==> src/rtl/heatmap_pkg.sv <==
// Shared definitions for the heatmap renderer: iterator state encoding,
// default VGA row pitch and the blue-to-red RGB332 palette.
package heatmap_pkg;

  typedef enum logic [2:0] {
    IDLE    = 3'd0,
    RD_REQ  = 3'd1,
    RD_WAIT = 3'd2,
    MAP     = 3'd3,
    PRESENT = 3'd4,
    ADVANCE = 3'd5,
    DONE    = 3'd6
  } state_t;

  localparam int SCREEN_W_DEFAULT = 640;

  // RGB332 = {R[2:0], G[2:0], B[1:0]}; index 0 is coldest, 15 hottest.
  localparam logic [7:0] PALETTE [16] = '{
    8'h03, 8'h07, 8'h0B, 8'h0F, 8'h13, 8'h17, 8'h1B, 8'h1C,
    8'h3C, 8'h5C, 8'h7C, 8'h9C, 8'hBC, 8'hDC, 8'hE8, 8'hE0
  };

endpackage

==> src/rtl/heat_colour_map.sv <==
// Combinational temperature -> palette index -> RGB332 colour.
// Also used by the legend overlay, so it carries no state.
module heat_colour_map
  import heatmap_pkg::*;
#(
  parameter logic [15:0] T_MIN     = 16'd0,
  parameter int          IDX_SHIFT = 8
) (
  input  logic [15:0] temp,
  output logic [7:0]  colour
);

  logic [16:0] diff;
  logic [15:0] steps;
  logic [3:0]  idx;

  // Bit 16 of the widened subtract flags temperatures below T_MIN.
  always_comb begin
    diff  = {1'b0, temp} - {1'b0, T_MIN};
    steps = diff[15:0] >> IDX_SHIFT;
    if (diff[16])
      idx = 4'd0;
    else if (steps > 16'd15)
      idx = 4'd15;
    else
      idx = steps[3:0];
    colour = PALETTE[idx];
  end

endmodule

==> src/rtl/heatmap_col_iterator.sv <==
// Walks the owned screen columns top-to-bottom, fetches the grid temperature per
// pixel and offers {address, colour} to the VGA pixel arbiter on a ready/ack handshake.
module heatmap_col_iterator
  import heatmap_pkg::*;
#(
  parameter int          X_START   = 0,
  parameter int          X_END     = 639,
  parameter int          X_STEP    = 1,
  parameter int          ROWS      = 480,
  parameter int          SCREEN_W  = SCREEN_W_DEFAULT,
  parameter int          CELL_LOG2 = 3,
  parameter int          GRID_W    = 80,
  parameter logic [15:0] T_MIN     = 16'd0,
  parameter int          IDX_SHIFT = 8
) (
  input  logic        clk,
  input  logic        reset,
  input  logic        start,
  output logic [15:0] temp_addr,
  input  logic [15:0] temp_data,
  output logic        pixel_ready,
  input  logic        pixel_ack,
  output logic [31:0] vga_addr,
  output logic [31:0] vga_pxl_clr,
  output logic        col_done
);

  localparam logic [15:0] X_FIRST  = 16'(X_START);
  localparam logic [16:0] X_LAST   = 17'(X_END);
  localparam logic [16:0] X_STRIDE = 17'(X_STEP);
  localparam logic [15:0] LAST_ROW = 16'(ROWS - 1);
  localparam logic [31:0] PITCH    = 32'(SCREEN_W);
  localparam logic [15:0] GRID_PITCH = 16'(GRID_W);

  state_t      state, state_next;
  logic [15:0] x, y;
  logic [31:0] row_base;
  logic [7:0]  colour_q;
  logic [7:0]  map_colour;
  logic [16:0] x_next_col;
  logic [15:0] cell_addr;
  logic        last_row;
  logic        last_pixel;

  heat_colour_map #(
    .T_MIN     (T_MIN),
    .IDX_SHIFT (IDX_SHIFT)
  ) u_colour_map (
    .temp   (temp_data),
    .colour (map_colour)
  );

  assign x_next_col = {1'b0, x} + X_STRIDE;
  assign last_row   = (y == LAST_ROW);
  assign last_pixel = last_row && (x_next_col > X_LAST);
  assign cell_addr  = (y >> CELL_LOG2) * GRID_PITCH + (x >> CELL_LOG2);

  always_ff @(posedge clk) begin
    if (reset)
      state <= IDLE;
    else
      state <= state_next;
  end

  // Start overrides everything, including a same-cycle ack in PRESENT.
  always_comb begin
    state_next = state;
    if (start) begin
      state_next = RD_REQ;
    end else begin
      case (state)
        IDLE:    state_next = IDLE;
        RD_REQ:  state_next = RD_WAIT;
        RD_WAIT: state_next = MAP;
        MAP:     state_next = PRESENT;
        PRESENT: if (pixel_ack) state_next = ADVANCE;
        ADVANCE: state_next = last_pixel ? DONE : RD_REQ;
        DONE:    state_next = DONE;
        default: state_next = IDLE;
      endcase
    end
  end

  always_comb begin
    pixel_ready = (state == PRESENT);
    col_done    = (state == DONE);
    vga_pxl_clr = {24'b0, colour_q};
  end

  // row_base tracks y*SCREEN_W by accumulation so no multiplier is needed.
  always_ff @(posedge clk) begin
    if (reset) begin
      x         <= X_FIRST;
      y         <= 16'd0;
      row_base  <= 32'd0;
      temp_addr <= 16'd0;
      vga_addr  <= 32'd0;
      colour_q  <= 8'd0;
    end else if (start) begin
      x        <= X_FIRST;
      y        <= 16'd0;
      row_base <= 32'd0;
    end else begin
      case (state)
        RD_REQ: temp_addr <= cell_addr;
        MAP: begin
          colour_q <= map_colour;
          vga_addr <= row_base + {16'b0, x};
        end
        ADVANCE: begin
          if (last_row) begin
            y        <= 16'd0;
            row_base <= 32'd0;
            x        <= x_next_col[15:0];
          end else begin
            y        <= y + 16'd1;
            row_base <= row_base + PITCH;
          end
        end
        default: ;
      endcase
    end
  end

endmodule

==> config.mk <==
export PLATFORM = sky130hd
export DESIGN_NAME = heatmap_col_iterator
export DESIGN_NICKNAME = d
export VERILOG_FILES = /design/src/rtl/heatmap_pkg.sv /design/src/rtl/heat_colour_map.sv /design/src/rtl/heatmap_col_iterator.sv
export SDC_FILE = /design/constraint.sdc
export NUM_CORES = 1
export LEC_CHECK = 0
export CAP_MARGIN = 10
export CORE_AREA = 2 2 110 112
export DETAILED_ROUTE_END_ITERATION = 10
export DIE_AREA = 0 0 112 114
export PLACE_DENSITY = 0.82
export SETUP_SLACK_MARGIN = 0.5
export SYNTH_ARGS = -nofsm -noshare
export SYNTH_HDL_FRONTEND = slang
export SYNTH_SLANG_ARGS = --single-unit
export TNS_END_PERCENT = 10
==> constraint.sdc <==
create_clock -name clk -period 6.7 [get_ports clk]
set_input_delay 0.67 -clock clk [delete_from_list [all_inputs] [get_ports clk]]
set_output_delay 0.67 -clock clk [all_outputs]
set_load 0.02 [all_outputs]
* Word-level counts from Yosys, hierarchy flattened *
Memory sizes are Yosys's and may differ from the RTL's. A register that Yosys moved wholly into a read port is not among the register bits.
Index checks and enable logic that the tools add are counted.

word-level totals
  bits in registers = 115
  bits in read-only memories = 128
  bits of input ports = 20
  output and inout bits = 82
  logic and storage cells = 39
  memories kept = 1

cells by class
  $add $sub $neg = 5
  multipliers = 1
  order comparisons = 2
  equal/unequal tests = 9
  multiplexer cells = 7
  bitwise operators = 2
  reductions and logical operators = 5

memory list
  name             depth  width  rd ports  clocked after memory_dff  wr ports  line                   text
  (no name shown)  16     8      1         1                         0         heat_colour_map.sv:27  colour = PALETTE[idx];

operators by type and width
  kind                                                    number
  adder 32 x 10 -> 32 bit (second input constant)         1
  adder 32 x 16 -> 32 bit                                 1
  2-to-1 mux 32 bit                                       1
  case mux 3 bit (6 select lines)                         1
  adder 16 x 1 -> 17 bit (second input constant)          1
  > comparator 17 x 10 -> 1 bit (second input constant)   1
  adder 16 x 1 -> 16 bit (second input constant)          1
  adder 16 x 13 -> 16 bit                                 1
  equality test 16 x 9 -> 1 bit (second input constant)   1
  2-to-1 mux 16 bit                                       1
  multiplier 13 x 3 -> 12 bit (second input constant)     1
  equality test 3 bit (second input constant)             3
  > comparator 8 x 4 -> 1 bit (second input constant)     1
  equality test 3 x 2 -> 1 bit (second input constant)    2
  2-to-1 mux 3 bit                                        2
  AND reduction 2 bit                                     3
  NOT 4 -> 5 bit                                          1
  2-to-1 mux 4 bit                                        1
  equality test 3 x 1 -> 1 bit (second input constant)    1
  inequality test 3 x 2 -> 1 bit (second input constant)  1
  inequality test 2 x 1 -> 1 bit (second input constant)  1
  OR reduction 2 bit                                      1
  logical AND 1 bit                                       1
  2-to-1 mux 1 bit                                        1
  NOT 1 bit                                               1

* Longest topological paths before layout *
Gate-level depths: netlist (run 1).

  depth after elaboration = 6
  depth in mapped cells = 14
  depth with buffers taken out = 14

* Hierarchy *
From an unflattened synthesis (run 1), not the netlist that was laid out.

second synthesis, totals
  cell total of the unflattened synthesis = 809
  area, all modules = 6,573.8 µm²

modules (own cells, without submodules)
  module                times used  cells an instance  area an instance (µm²)  seq. area each (µm²)
  heatmap_col_iterator  1           786                6,416.2                 2,322.2
  heat_colour_map       1           23                 157.7                   0.0

* Worst setup path before layout (run 1) *
Ideal clock, no wire load.

  path kind = register to register
  start = register y[6]
  end = register temp_addr[15]
  setup time = 0.086 ns
  data arrival time = 2.827 ns
  data required time = 6.614 ns
  setup slack = 3.788 ns
  stages on the path, launching flop included = 15
  buffers on the path = 0
  period minus slack after synthesis = 2.912 ns
  cell sequence = dfxtp_1 ha_1 ha_1 inv_1 fa_1 nor2b_1 o21a_1 nor2_1 xnor2_1 ha_1 nand2_1 o31ai_1 o21ai_0 xnor2_1 a211oi_1

between the ends
  word-level cells in the longest chain between the ends = 2

ends and longest elaborated chain
  what                         line                         text
  start: declaration           heatmap_col_iterator.sv:36   logic [15:0] x, y;
  start signal: assignment     heatmap_col_iterator.sv:116  y <= y + 16'd1;
  multiplier 13 x 3 -> 12 bit  heatmap_col_iterator.sv:56   assign cell_addr = (y >> CELL_LOG2) * GRID_PITCH + (x >> CELL_LOG2);
  adder 16 x 13 -> 16 bit      heatmap_col_iterator.sv:56
  end signal: assignment       heatmap_col_iterator.sv:105  RD_REQ: temp_addr <= cell_addr;
  end: declaration             heatmap_col_iterator.sv:19   output logic [15:0] temp_addr,

No other way between the ends.
A chain may end at the register's enable or synchronous reset.

* Final worst setup path (run 1) *
Ends and elaborated chain as after synthesis.

==> results.toml, run 1 <==
[floorplan]
core_area_um2 = 11700
rows = 40
die_y_um = 114
start_util_pct = 57.3
die-area_um2 = 12800
chipWidth_um = 112
ios = 102

[cts]
clk_path_buf_depth = 2
postCtsResizedCells = 0
cts.sinks = 115
cts_tree = "yes"
cts.clk_slew.worst_paths_ps = 50
h-tree-depth = 4
post_cts_buffers = 0
cts_root_buffer = "clkbuf_16"
insertion_delay_ps = 420
numCtsBuffers = 17
hold_buffers = 0

[critical_path]
required_ps = 7030
arrival_ps = 3600
cp-end-kind = "flop"
worst_path_most_repeated_cell = "ha_1"
cp_max_fo = 6
startpoint = "y[6]$_SDFFE_PP0P_"
cp_slowest_cell = "fa_1"
cp_cell_sequence = "ha_1 -> ha_1 -> inv_1 -> fa_1 -> nor2b_1 -> o21a_1 -> nor2_1 -> xnor2_1 -> ha_1 -> nand2_1 -> o31ai_1 -> o21ai_0 -> xnor2_1 -> a211oi_1"
cp-start-kind = "flop"
r2r-start = "y[6]$_SDFFE_PP0P_"
timing_worst_setup_path_type = "flop to flop"
slowest_delay_ps = 420

[drt]
drt-initial-drc-count = 316
antenna_left = 0
dr.pass1.iters = 5
vias = 5718
finalWirelength_mm = 14.8
vias_per_cell = 5.58
wire_per_inst_um = 14.4
drc = 0

[synth]
syn-instance-count = 810
synth.largest_area_cell = "dfxtp_1"
synthMuxAreaShare_pct = 0.149
synthXorXnorAreaFrac_pct = 10.0
async_reset_ff_share_pct = 0
yosysMostFrequentCell = "dfxtp_1"
ys.warnings.count = 0
ys.flop_type = "dfxtp_1"
yosys.cell_types.count = 69
synth_top_area_share_pct = 34.3
synth_edf_count = 0
synthesis.area_um2 = 6710
synthTopCellsByArea = "dfxtp_1 34%, ha_1 8.0%, xnor2_1 6.5%"
synth_top_family_by_area = "simple AND/OR/NAND/NOR gates"
synth_compound_area_share_pct = 15.8
synth-seq-cells = 115
ys_seq_area_share_pct = 34.3
synth_common_cells = "115 x dfxtp_1, 102 x nor2_1, 97 x nand2_1, 54 x a21oi_1, 50 x xnor2_1"
avgSynthCellArea_um2 = 8.29
yosys.area_share.simple_pct = 24.4
synthAdderAreaFrac_pct = 8.61

[layout]
antenna_cells = 0
stdcell_area_um2 = 7950
fill_cells = 936
nets = 930
drive_gt1_share_pct = 6.95
multi_input_area_um2 = 4060
seq_area_um2 = 2300
syn_to_final_growth_pct = 18.4
final_core_util_pct = 67.9

[sta]
fin_setup_tns_ps = 0
finalCritPeriodShare_pct = 48.7
worstMarginPinSlew_ps = 853
rsz0062_at_grt = "false"
fmax_mhz = 306
final_hold_viol_count = 0
slew_viol_final = 0
setup_viol = 0
hold-worst-slack_ps = 450
finalCriticalPeriod_ps = 3270
slew_headroom_pct = 43.0
fin_skew_ps = 8.17

[global_routing]
grt_pass1_vias = 5237
gr-usage-all-layers_pct = 23.3
grt_pass1_wl_mm = 24.5
grt.overflow.total = 0
antenna_found_initial = 0
grt_max_degree = 60

[pwr]
power.density_nw_per_um2 = 210
finalPower_uw = 1670
p_leak_uw = 0.00294
peakVddDrop_mv = 0.198

[hold_path]
hp-start = "temp_addr[12]$_SDFFE_PP0P_"
hold_class = "flop to flop"

[status]
status = "finished, final reports clean"

[place]
dpl.hpwl_mm = 9.89
io_buffers = 69
gp_congestion = 0.802
dpl_cell_area_um2 = 7350

[flow_run]
cap_violations = 0
[worst max-delay path, delay by kind of cell, from the launching register on]
kind            cells  cell delay (ps)
simple gates        3              300
compound gates      4              920
flops               1              360
xor+xnor            2              280
buf+inv             1               60
fa+ha+maj           4             1260
[cells by family after synthesis]
| family | count (synthesis) |
|---|---|
| fa+ha+maj | 45 |
| mux | 1 |
| simple gates | 327 |
| buf+inv | 83 |
| other cells | 1 |
| flops | 115 |
| compound gates | 161 |
| xor+xnor | 77 |
[flip-flops by register name, summed over array words and instances, names as in the netlist]
| signal | count |
|---|---|
| state | 3 |
| y | 16 |
| temp_addr | 16 |
| row_base | 25 |
| x | 16 |
| vga_addr | 32 |
| colour_q | 7 |
[area by class of cell]
| class | instances | area share (%) |
|---|---|---|
| Tap cell | 147 | 2.31 |
| Timing Repair Buffer | 73 | 9.00 |
| Multi-Input combinational cell | 635 | 51.1 |
| Inverter | 23 | 1.09 |
| Clock buffer | 20 | 5.62 |
| Sequential cell | 115 | 29.0 |
| Clock inverter | 12 | 1.97 |
[metal layers]
metal | track usage [%] | share of wire (%)
met2 | 38.6 | 48
met4 | 7.24 | 0.82
met5 | 0 | 0
met1 | 30.9 | 46
met3 | 4.84 | 4.9
[path summary, 6_finish.rpt]
path	end	slack, ps	cells past startpoint
worst max-delay path	temp_addr[15]$_SDFFE_PP0P_	3430	14
worst min-delay path	temp_addr[12]$_SDFFE_PP0P_	450	2
worst max register to register	temp_addr[15]$_SDFFE_PP0P_	3430	14
worst min register to register	temp_addr[12]$_SDFFE_PP0P_	450	2
[through the flow]
stage | std cells | worst slack (ps)
after floorplan | 833 | 3790
after global placement | 993 | 3530
after CTS | 1025 | 3450
after detailed placement | 993 | 3500
after global routing | 1025 | 3210
final | 1025 | 3430
[placed cells by master (no fill, tap or decap), types with 9 or more instances in the layout]
master	n
nand2b_1	9
and3_1	13
xnor2_1	50
or3_1	22
conb_1	24
clkbuf_16	17
xor2_1	27
nand3_1	20
dfxtp_1	115
ha_1	43
a21oi_1	54
o21ai_0	30
nor2_1	102
inv_1	23
nand2_1	97
clkdlybuf4s50_1	68
a211oi_1	21
nand4_1	9
[power by group]
part	leakage, uW	internal, uW	total (uW)	switching, uW
clock	0.000294	595	920	325
combinational	0.00172	16.5	56.5	40.0
sequential	0.000927	688	691	3.04
(Power assumes the default switching activity.)
==> run 2: changes to the inputs <==
CORE_AREA = 2 2 119 121   (was 2 2 110 112)
DIE_AREA = 0 0 121 123   (was 0 0 112 114)
PLACE_DENSITY = 0.74   (was 0.82)
clock period = 2.8 ns   (was 6.7 ns; I/O delays follow)
==> results.toml, run 2 (synthesis gave the netlist of run 1 again) <==
[status]
status = "finished, final reports clean"

[floorplan]
start_util_pct = 49.3
core_area_um2 = 13600
chipWidth_um = 121
ios = 102
die-area_um2 = 14900
die_y_um = 123
rows = 43

[cts]
clk_path_buf_depth = 2
hold_buffers = 0
insertion_delay_ps = 420
cts_tree = "yes"
h-tree-depth = 4
numCtsBuffers = 17
cts.clk_slew.worst_paths_ps = 50
cts.sinks = 115
cts_root_buffer = "clkbuf_16"

[drt]
finalWirelength_mm = 15.5
wire_per_inst_um = 14.3
dr.pass1.iters = 5
drt-initial-drc-count = 364
drc = 0
vias_per_cell = 5.37
vias = 5808
antenna_left = 0

[critical_path]
slowest_delay_ps = 530
arrival_ps = 3120
cp-start-kind = "flop"
cp_max_fo = 5
worst_path_most_repeated_cell = "ha_4"
cp_cell_sequence = "ha_4 -> ha_4 -> inv_2 -> fa_2 -> inv_2 -> ha_4 -> nand3_4 -> nor2_4 -> nor4bb_4 -> o31ai_4 -> o21ai_2 -> xnor2_1 -> a211oi_1"
required_ps = 3130
cp_slowest_cell = "fa_2"
cp-end-kind = "flop"
timing_worst_setup_path_type = "flop to flop"

[pwr]
peakVddDrop_mv = 0.472
p_leak_uw = 0.00306
power.density_nw_per_um2 = 475

[global_routing]
grt_pass1_wl_mm = 24.9
grt.overflow.total = 0
antenna_found_initial = 0
grt_pass1_vias = 5233
gr-usage-all-layers_pct = 20.9
grt_max_degree = 59

[sta]
hold-worst-slack_ps = 444
finalCritPeriodShare_pct = 99.7
rsz0062_at_grt = "true"
worstMarginPinSlew_ps = 620
final_hold_viol_count = 0
fmax_mhz = 358
slew_headroom_pct = 58.6
fin_skew_ps = 7.48
slew_viol_final = 0
setup_viol = 0
finalCriticalPeriod_ps = 2790

[layout]
syn_to_final_growth_pct = 25.9
top_regs = "vga_addr: 32 flops, row_base: 25 flops"
nets = 955
final_common_cell = "dfxtp_1"
largest_reg_flops = 32
final_cell_mix = "108 x dfxtp_1, 100 x nor2_1, 96 x nand2_1"
fin_cells = 1082
drive_gt1_share_pct = 14.3
antenna_cells = 0
fill_cells = 1164
final_core_util_pct = 62.1
regMostFlops = "vga_addr"

[place]
dpl.hpwl_mm = 10.4
gp_congestion = 0.810
dp.cells = 1043
io_buffers = 69

[flow_run]
cap_violations = 0

[hold_path]
hold_class = "input port to flop"
run 2: area by class of cell:
| cell class | instances | area [um2] | area share (%) |
|---|---|---|---|
| Clock buffer | 22 | 484 | 5.73 |
| Sequential cell | 115 | 2310 | 27.4 |
| Tap cell | 180 | 225 | 2.67 |
| Inverter | 23 | 86.3 | 1.02 |
| Multi-Input combinational cell | 635 | 4310 | 51.0 |
| Clock inverter | 9 | 126 | 1.50 |
| Timing Repair Buffer | 98 | 907 | 10.7 |
run 2: timing repair:
action	4_1_cts	5_1_grt
setup buffers	4	4
pin swaps	6	18
resized for setup	16	30
setup endpoints to repair	8	51
run 2: path summary, 6_finish.rpt:
| check | start | endpoint | slack, ps | cells past startpoint |
|---|---|---|---|---|
| worst min register to register | colour_q[3]$_SDFFE_PP0P_ | colour_q[3]$_SDFFE_PP0P_ | 450 | 2 |
| worst min-delay path | reset | x[0]$_SDFFE_PP0P_ | 440 | 3 |
| worst max-delay path | y[6]$_SDFFE_PP0P_ | temp_addr[15]$_SDFFE_PP0P_ | 9 | 13 |
| worst max register to register | y[6]$_SDFFE_PP0P_ | temp_addr[15]$_SDFFE_PP0P_ | 9 | 13 |
run 2: per-layer routing:
| layer | vias to the layer above | part of all wire, % | track usage, % | routed length (um) |
|---|---|---|---|---|
| li1 | 2938 | - | - | - |
| met1 | 2735 | 46 | 26.6 | 7080 |
| met3 | 25 | 3.4 | 3.64 | 520 |
| met4 | 0 | 1.9 | 9.96 | 297 |
| met2 | 110 | 49 | 34.5 | 7570 |
| met5 | - | 0 | 0 | 0 |
run 2: through the flow:
stage | instance area [um2] | setup slack, ps | TNS, ps | power, uW
6_report | 8450 | 9.03 | 0 | 4020
5_1_grt | 8450 | -102 | -346 | 4140
4_1_cts | 8310 | 23.9 | 0 | 4050
3_5_place_dp | 7560 | -49.9 | -69.2 | 1820
3_3_place_gp | 7560 | 7.55 | 0 | 1820
2_1_floorplan | 6850 | 114 | 0 | 1800
run 2: worst max-delay path, delay by kind of cell (launching register included):
family	cells	cell delay (ps)
buffers and inverters	2	90
and+or+nand+nor	3	280
DFF	1	360
AOI/OAI and AO/OA	3	610
adders and majority gates	4	1230
xor gates and xnor gates	1	130
run 2: where the power goes:
group	total (uW)	switching, uW	internal (uW)	leakage [uW]
clock	2230	746	1480	0.000302
combinational	136	95.4	40.7	0.00183
sequential	1650	6.84	1650	0.000931
